[config.mk]
export PLATFORM = sky130hd
export DESIGN_NAME = lsu_align
export DESIGN_NICKNAME = d
export VERILOG_FILES = /design/src/rtl/lsu_align.sv
export SDC_FILE = /design/constraint.sdc
export NUM_CORES = 1
export LEC_CHECK = 0
export BUFFER_PORTS_ARGS = -buffer_cell sky130_fd_sc_hd__buf_2
export CAP_MARGIN = 20
export CORE_MARGIN = 1.5
export CORE_UTILIZATION = 25
export CTS_CLUSTER_DIAMETER = 100
export CTS_CLUSTER_SIZE = 40
export DETAILED_ROUTE_END_ITERATION = 7
export GPL_TIMING_DRIVEN = 1
export PLACE_DENSITY = 0.55
export RECOVER_POWER = 100
export SLEW_MARGIN = 20
export SYNTH_ARGS = -nofsm -noshare
export SYNTH_HDL_FRONTEND = slang
export SYNTH_SLANG_ARGS = --single-unit
[constraint.sdc]
create_clock -name i_clk -period 4.4 [get_ports i_clk]
set_input_delay 0.44 -clock i_clk [delete_from_list [all_inputs] [get_ports i_clk]]
set_output_delay 0.44 -clock i_clk [all_outputs]
set_load 0.02 [all_outputs]
[src/rtl/lsu_align.sv]
// Load/store alignment unit: turns byte-addressed RV32I loads/stores into one or two
// word accesses with byte enables, shifted write data and extended load data.
module lsu_align #(
  parameter int ADDR_W = 16
) (
  input  logic              i_clk,
  input  logic              i_reset,
  input  logic              i_req_valid,
  output logic              o_req_ready,
  input  logic              i_req_we,
  input  logic [2:0]        i_req_funct3,
  input  logic [31:0]       i_req_addr,
  input  logic [31:0]       i_req_wdata,
  output logic              o_rsp_valid,
  output logic              o_rsp_err,
  output logic [31:0]       o_rsp_rdata,
  output logic [ADDR_W-1:0] o_mem_addr,
  output logic [31:0]       o_mem_wdata,
  output logic [3:0]        o_mem_bmask,
  output logic              o_mem_wren,
  input  logic [31:0]       i_mem_rdata
);

  typedef enum logic [1:0] {IDLE, ACC0, ACC1, RESP} state_t;

  state_t      state, state_next;
  logic        we_reg, err_reg;
  logic [2:0]  funct3_reg;
  logic [31:0] addr_reg, wdata_reg, rd0_reg, rd1_reg;

  logic [1:0]  off;
  logic [7:0]  base_mask, m8;
  logic [63:0] wd64;
  logic [31:0] ld;
  logic        req_legal, ready_int;
  logic        unused_addr;

  function automatic logic legal_f3(input logic we, input logic [2:0] f3);
    if (we) return (f3 == 3'b000) || (f3 == 3'b001) || (f3 == 3'b010);
    return (f3 == 3'b000) || (f3 == 3'b001) || (f3 == 3'b010) ||
           (f3 == 3'b100) || (f3 == 3'b101);
  endfunction

  assign req_legal   = legal_f3(i_req_we, i_req_funct3);
  assign unused_addr = ^addr_reg[31:ADDR_W+2];

  // Byte lanes of the access across a two-word window; the upper nibble marks the second word.
  assign off = addr_reg[1:0];
  always_comb begin
    case (funct3_reg[1:0])
      2'b00:   base_mask = 8'h01;
      2'b01:   base_mask = 8'h03;
      default: base_mask = 8'h0F;
    endcase
  end
  assign m8   = base_mask << off;
  assign wd64 = {32'b0, wdata_reg} << {off, 3'b000};
  assign ld   = 32'({rd1_reg, rd0_reg} >> {off, 3'b000});

  always_ff @(posedge i_clk or posedge i_reset) begin
    if (i_reset) state <= IDLE;
    else         state <= state_next;
  end

  always_ff @(posedge i_clk or posedge i_reset) begin
    if (i_reset) begin
      we_reg     <= 1'b0;
      err_reg    <= 1'b0;
      funct3_reg <= 3'b000;
      addr_reg   <= 32'b0;
      wdata_reg  <= 32'b0;
      rd0_reg    <= 32'b0;
      rd1_reg    <= 32'b0;
    end else begin
      if (state == IDLE && i_req_valid) begin
        we_reg     <= i_req_we;
        err_reg    <= ~req_legal;
        funct3_reg <= i_req_funct3;
        addr_reg   <= i_req_addr;
        wdata_reg  <= i_req_wdata;
        rd1_reg    <= 32'b0;
      end
      if (state == ACC0) rd0_reg <= i_mem_rdata;
      if (state == ACC1) rd1_reg <= i_mem_rdata;
    end
  end

  always_comb begin
    state_next  = state;
    ready_int   = 1'b0;
    o_rsp_valid = 1'b0;
    o_rsp_err   = 1'b0;
    o_rsp_rdata = 32'b0;
    o_mem_addr  = '0;
    o_mem_wdata = 32'b0;
    o_mem_bmask = 4'b0;
    o_mem_wren  = 1'b0;
    case (state)
      IDLE: begin
        ready_int = 1'b1;
        if (i_req_valid) state_next = req_legal ? ACC0 : RESP;
      end
      ACC0: begin
        o_mem_addr  = addr_reg[ADDR_W+1:2];
        o_mem_bmask = m8[3:0];
        o_mem_wdata = wd64[31:0];
        o_mem_wren  = we_reg;
        state_next  = (m8[7:4] != 4'b0) ? ACC1 : RESP;
      end
      ACC1: begin
        o_mem_addr  = addr_reg[ADDR_W+1:2] + ADDR_W'(1);
        o_mem_bmask = m8[7:4];
        o_mem_wdata = wd64[63:32];
        o_mem_wren  = we_reg;
        state_next  = RESP;
      end
      RESP: begin
        o_rsp_valid = 1'b1;
        o_rsp_err   = err_reg;
        if (!we_reg && !err_reg) begin
          case (funct3_reg)
            3'b000:  o_rsp_rdata = {{24{ld[7]}}, ld[7:0]};
            3'b001:  o_rsp_rdata = {{16{ld[15]}}, ld[15:0]};
            3'b100:  o_rsp_rdata = {24'b0, ld[7:0]};
            3'b101:  o_rsp_rdata = {16'b0, ld[15:0]};
            default: o_rsp_rdata = ld;
          endcase
        end
        state_next = IDLE;
      end
      default: state_next = IDLE;
    endcase
  end

  // Ready stays low while reset is held even though the state already reads IDLE.
  assign o_req_ready = ready_int & ~i_reset;

endmodule

# --- Word-level counts from Yosys, hierarchy flattened ---
# Cells that the tools add are included.
classes:
  n_addsub: 1
  eq_ne: 12
  reduce_logical: 15
  n_bitwise: 3
  n_mux: 20
  shifts: 3
ops:
  columns: ["cell", "n"]
  rows:
  - ["$mux 32", 4]
  - ["$pmux 32 s4", 1]
  - ["$pmux 32 s2", 1]
  - ["$shl 32x5->64", 1]
  - ["$shr 64x5->32", 1]
  - ["$pmux 16 s2", 1]
  - ["$add 16x1->16 const B", 1]
  - ["$pmux 4 s2", 2]
  - ["$eq 3x3->1 const B", 4]
  - ["$mux 1", 8]
  - ["$pmux 2 s4", 1]
  - ["$shl 4x2->8", 1]
  - ["$eq 3x1->1 const B", 2]
  - ["$logic_not 3->1", 2]
  - ["$eq 2x1->1 const B", 2]
  - ["$eq 2x2->1 const B", 2]
  - ["$logic_not 2->1", 2]
  - ["$logic_or 1x1->1", 4]
  - ["$mux 2", 2]
  - ["$reduce_bool 4->1", 1]
  - ["$eq 3x2->1 const B", 1]
  - ["$logic_and 1x1->1", 2]
  - ["$logic_not 1->1", 2]
  - ["$ne 2x2->1 const B", 1]
  - ["4 further kinds", 5]
totals:
  wordCells: 62
  ff_bits: 121
  out_inout_bits: 88
  input_bits: 103

# --- Depth between registers and ports, before layout ---
depth:
  depth_word: 9
  mapped_depth: 8
  mapped_depth_nobuf: 6

# --- Least setup slack after synthesis ---
# OpenSTA, ideal clock, no wires.
synth_path:
  kind: "register -> output"
  start: "register state[0]"
  end: "output port o_mem_addr[5]"
  arrival_time_ns: 1.800
  path_stages_with_launch: 8
  slack_ns: 2.160
  cell_sequence: "dfrtp_1 -> inv_1 -> ha_1 -> buf_2 -> and2_1 -> clkbuf_1 -> nand4_1 -> o21ai_0"
synth_via:
  elab_chain_len: 2
synth_lines:
  columns: ["item", "line_no", "source"]
  rows:
  - ["start: declaration", "26", "state_t state, state_next;"]
  - ["start signal: assignment", "62", "else state <= state_next;"]
  - ["$eq 2x2->1 / $eq 2x1->1 (equally long branches)", "98", "case (state)"]
  - ["$pmux 16 s2 *", "98", null]
  - ["end: declaration", "17", "output logic [ADDR_W-1:0] o_mem_addr,"]
# Mark *: on every way between the ends. The rest lies on a longest branch, timed or not.

# --- Final worst setup path ---
layout_path:
  start: "register state[1]"
  end: "register wdata_reg[22]"
layout_via:
  elab_chain_len: 2
layout_lines:
  columns: ["item", "line_no", "source"]
  rows:
  - ["$logic_not 2->1", "75", "if (state == IDLE && i_req_valid) begin"]
  - ["$logic_and 1x1->1", "75", null]
  - ["end signal: assignment", "80", "wdata_reg <= i_req_wdata;"]
  - ["end: declaration", "29", "logic [31:0] addr_reg, wdata_reg, rd0_reg, rd1_reg;"]
# Every way passes these cells.
# A chain may end at the register's enable or synchronous reset.

==> results.py <==
metrics = {
    "sta": {
        "max_slew_margin": -0.816,
        "layout_setup_ws_ns": 0.666,
        "achievable_frequency_mhz": 268,
        "rsz0062_at_grt": "no",
        "hold-worst-slack_ns": 0.242,
        "report.final.hold_viol_count": 0,
        "slew_viol_final": 122,
        "finalSetupViolCount": 0,
        "post_route_fraction_of_the_period_consumed_by_the_critical_path": 0.849,
        "final_period_minus_worst_setup_slack_ns": 3.73,
        "clock_skew_ns": 0.00663,
        "finalSetupTns_ns": 0,
        "worst_pin_slew_ns": 2.72,
    },
    "yosys": {
        "synthesis.nets": 778,
        "synth_seq_cells": 113,
        "postSynthCellCount": 669,
        "synth-async-reset-ratio": 1.00,
        "post_synth_top_flop": "sky130_fd_sc_hd__dfrtp_1",
        "synth_warnings": 0,
        "synthesis.area_per_instance_um2": 10.5,
        "netlist_area_um2": 7040,
        "seq_area_frac_synth": 0.401,
        "synth_edf_count": 0,
        "synth_cell_type_count": 49,
    },
    "pwr": {
        "total_power_mw": 7.30,
        "vdd_ir_drop_max_mv": 0.299,
        "power.leakage_nw": 3.67,
        "power_density_over_cell_area_nw_per_um2": 837,
    },
    "clocking": {
        "cts.sink_count": 113,
        "max-clock-path-buffers": 2,
        "cts-buffers-inserted": 17,
        "worst_setup_hold_path_clk_slew_ns": 0.06,
        "clk_root_buffer_cell": "sky130_fd_sc_hd__clkbuf_16",
        "cts_repair_resize_count": 0,
        "tritoncts": "yes",
        "ctsHtreeMaxLevel": 4,
        "ctsHoldBuffers": 0,
        "cts_setup_buffers": 0,
        "worstSkewPairLatency_ns": 0.41,
    },
    "grt": {
        "grt_pass1_vias": 5708,
        "globalRouteOverflowTotal": 0,
        "grt_antenna_before_repair": 7,
        "global_route.usage.total": 0.148,
        "grt_first_pass_wirelength_mm": 32.9,
        "grt_start_max_net_pins": 65,
    },
    "drt": {
        "routed-via-count": 5750,
        "initialDrtViolationCount": 327,
        "routedWlPerCell_um": 17.4,
        "drt-vias-per-instance": 4.72,
        "first_pass_iters": 5,
        "drcViolationCount": 0,
        "detail-route-antenna-nets": 0,
        "detail_route.wirelength_mm": 21.1,
    },
    "placed_design": {
        "dp.final_hpwl_mm": 15.0,
        "dp_slack_ns": 1.28,
        "gp_congestion": 0.796,
        "placement_stage_cell_area_um2": 8230,
        "placed_cells_incl_taps": 1179,
        "io_buffer_count": 176,
    },
    "die": {
        "core-area_um2": 27800,
        "die-width_um": 171,
        "die_area_um2": 29200,
        "die_height_um": 171,
        "rows": 61,
        "design.portCount": 191,
        "floorplan.initialDensity": 0.254,
    },
    "finish": {
        "layout_common_cells": "sky130_fd_sc_hd__dfrtp_1, sky130_fd_sc_hd__buf_2, sky130_fd_sc_hd__mux2_2, sky130_fd_sc_hd__nand2_1, sky130_fd_sc_hd__clkbuf_1",
        "layout.cells.most_common": "sky130_fd_sc_hd__dfrtp_1",
        "synth_to_final_area_change_pct": 23.8,
        "final_layout_size_suffix_gt1_frac": 0.337,
        "seq_area_um2": 2830,
        "layout.filler_cells": 2961,
        "count_of_placed_standard_cells_in_the_final_layout_fillers_left_out": 1218,
        "final_net_count": 929,
        "post-route-util": 0.314,
        "multi_input_comb_area_um2": 3870,
        "final_design_area_no_fill_um2": 8720,
    },
    "worst_setup_path": {
        "crit_arrival_ns": 4.02,
        "path_max_fanout": 64,
        "crit_path_cell_trace": "inv_1 > ha_1 > nand2_1 > buf_4 > mux2_2",
        "crit_type": "flip-flop to flip-flop",
        "critPathLaunchType": "flip-flop",
        "cp-end-kind": "flip-flop",
        "critical-path-max-stage-delay_ns": 1.94,
        "cpMaxStageDelayCell": "sky130_fd_sc_hd__nand2_1",
        "cp.required_ns": 4.69,
    },
    "worst_hold_path": {
        "worstHoldPathType": "primary input to flip-flop",
    },
    "run_status": {
        "run_status": "finished with violations",
        "violations": "capacitance limit, slew limit",
    },
    "job": {
        "maxCapViolCount": 2,
    },
}
==> layer usage <==
metal / part of all wire / GRT usage / routed length, um / vias up
met3: 0.054 / 0.0372 / 1150 / 21
met1: 0.46 / 0.199 / 9730 / 2844
met5: 0.00033 / 0 / 7 / -
li1: - / - / - / 2730
met4: 0.016 / 0.0515 / 345 / 2
met2: 0.47 / 0.232 / 9900 / 153
==> worst paths after layout <==
path                                 end           start  cells past startpoint  slack (ns)
setup reg to reg           wdata_reg[22]        state[1]                      5        0.67
hold reg to reg               rd0_reg[7]      rd0_reg[7]                      1        0.50
setup / recovery           wdata_reg[22]        state[1]                      5        0.67
max in group asynchronous   wdata_reg[6]         i_reset                      3        1.64
hold / removal                rd1_reg[5]  i_mem_rdata[5]                      3        0.24
min in group asynchronous  wdata_reg[20]         i_reset                      2        0.77
==> worst max-delay path, delay by kind of cell, from the launching register on <==
kind / cells / cell delay (ns)
DFF: 1 / 0.42
buffers and inverters: 2 / 0.64
adders and majority gates: 1 / 0.22
muxes: 1 / 0.37
and+or+nand+nor: 1 / 1.94
==> final cells by class <==
| type | instances | area share |
|---|---|---|
| Multi-Input combinational cell | 480 | 0.444 |
| Sequential cell | 113 | 0.325 |
| Clock inverter | 10 | 0.0154 |
| Tap cell | 378 | 0.0542 |
| Clock buffer | 22 | 0.0532 |
| Inverter | 21 | 0.00918 |
| Timing Repair Buffer | 187 | 0.0976 |
| Antenna cell | 7 | 0.00201 |
==> kinds of logic (layout without fill, tap and decap cells) <==
kind of cell / count (synthesis) / in the layout / synth area share
buffers and inverters: 76 / 240 / 0.0497
muxes: 150 / 150 / 0.285
xor gates and xnor gates: 1 / 1 / 0.00124
DFF: 113 / 113 / 0.401
AOI/OAI and AO/OA: 135 / 135 / 0.121
and+or+nand+nor: 188 / 188 / 0.131
adders and majority gates: 6 / 6 / 0.0107
other: 0 / 7 / 0
==> synthesized netlist by cell type (2+ instances only) <==
master,count,area (um^2)
sky130_fd_sc_hd__mux2i_1,20,200
sky130_fd_sc_hd__nor4_1,2,12.5
sky130_fd_sc_hd__nand3_1,7,35.0
sky130_fd_sc_hd__o22ai_1,8,50.1
sky130_fd_sc_hd__o21ai_0,57,285
sky130_fd_sc_hd__nor2_1,13,48.8
sky130_fd_sc_hd__nand2b_1,9,56.3
sky130_fd_sc_hd__nor3b_2,2,25.0
sky130_fd_sc_hd__a31oi_1,6,37.5
sky130_fd_sc_hd__a32o_1,2,20.0
sky130_fd_sc_hd__and3_1,10,62.6
sky130_fd_sc_hd__and4_1,2,17.5
sky130_fd_sc_hd__mux2_2,98,1100
sky130_fd_sc_hd__o31ai_1,2,15.0
sky130_fd_sc_hd__clkbuf_1,22,82.6
sky130_fd_sc_hd__or3_1,4,25.0
sky130_fd_sc_hd__buf_2,20,100
sky130_fd_sc_hd__nand4_1,7,43.8
sky130_fd_sc_hd__a22o_1,9,78.8
sky130_fd_sc_hd__mux4_2,30,676
sky130_fd_sc_hd__o21ai_2,10,87.6
sky130_fd_sc_hd__buf_4,4,30.0
sky130_fd_sc_hd__nor2b_1,15,93.8
sky130_fd_sc_hd__dfrtp_1,113,2830
sky130_fd_sc_hd__buf_1,6,22.5
sky130_fd_sc_hd__a21oi_1,17,85.1
sky130_fd_sc_hd__nand2_1,92,345
sky130_fd_sc_hd__ha_1,6,75.1
sky130_fd_sc_hd__a22oi_1,16,120
sky130_fd_sc_hd__and2_1,20,125
sky130_fd_sc_hd__o21a_1,2,15.0
sky130_fd_sc_hd__inv_1,21,78.8
==> power breakdown <==
part           leakage (nW)  internal, mW  switching [mW]  total (mW)
combinational          2.03          1.71            1.96        3.67
sequential             1.35          1.57           0.630        2.20
clock                 0.290         0.918           0.514        1.43
total                  3.67          4.19            3.11        7.30
No activity file was read; power rests on OpenSTA's default activity.
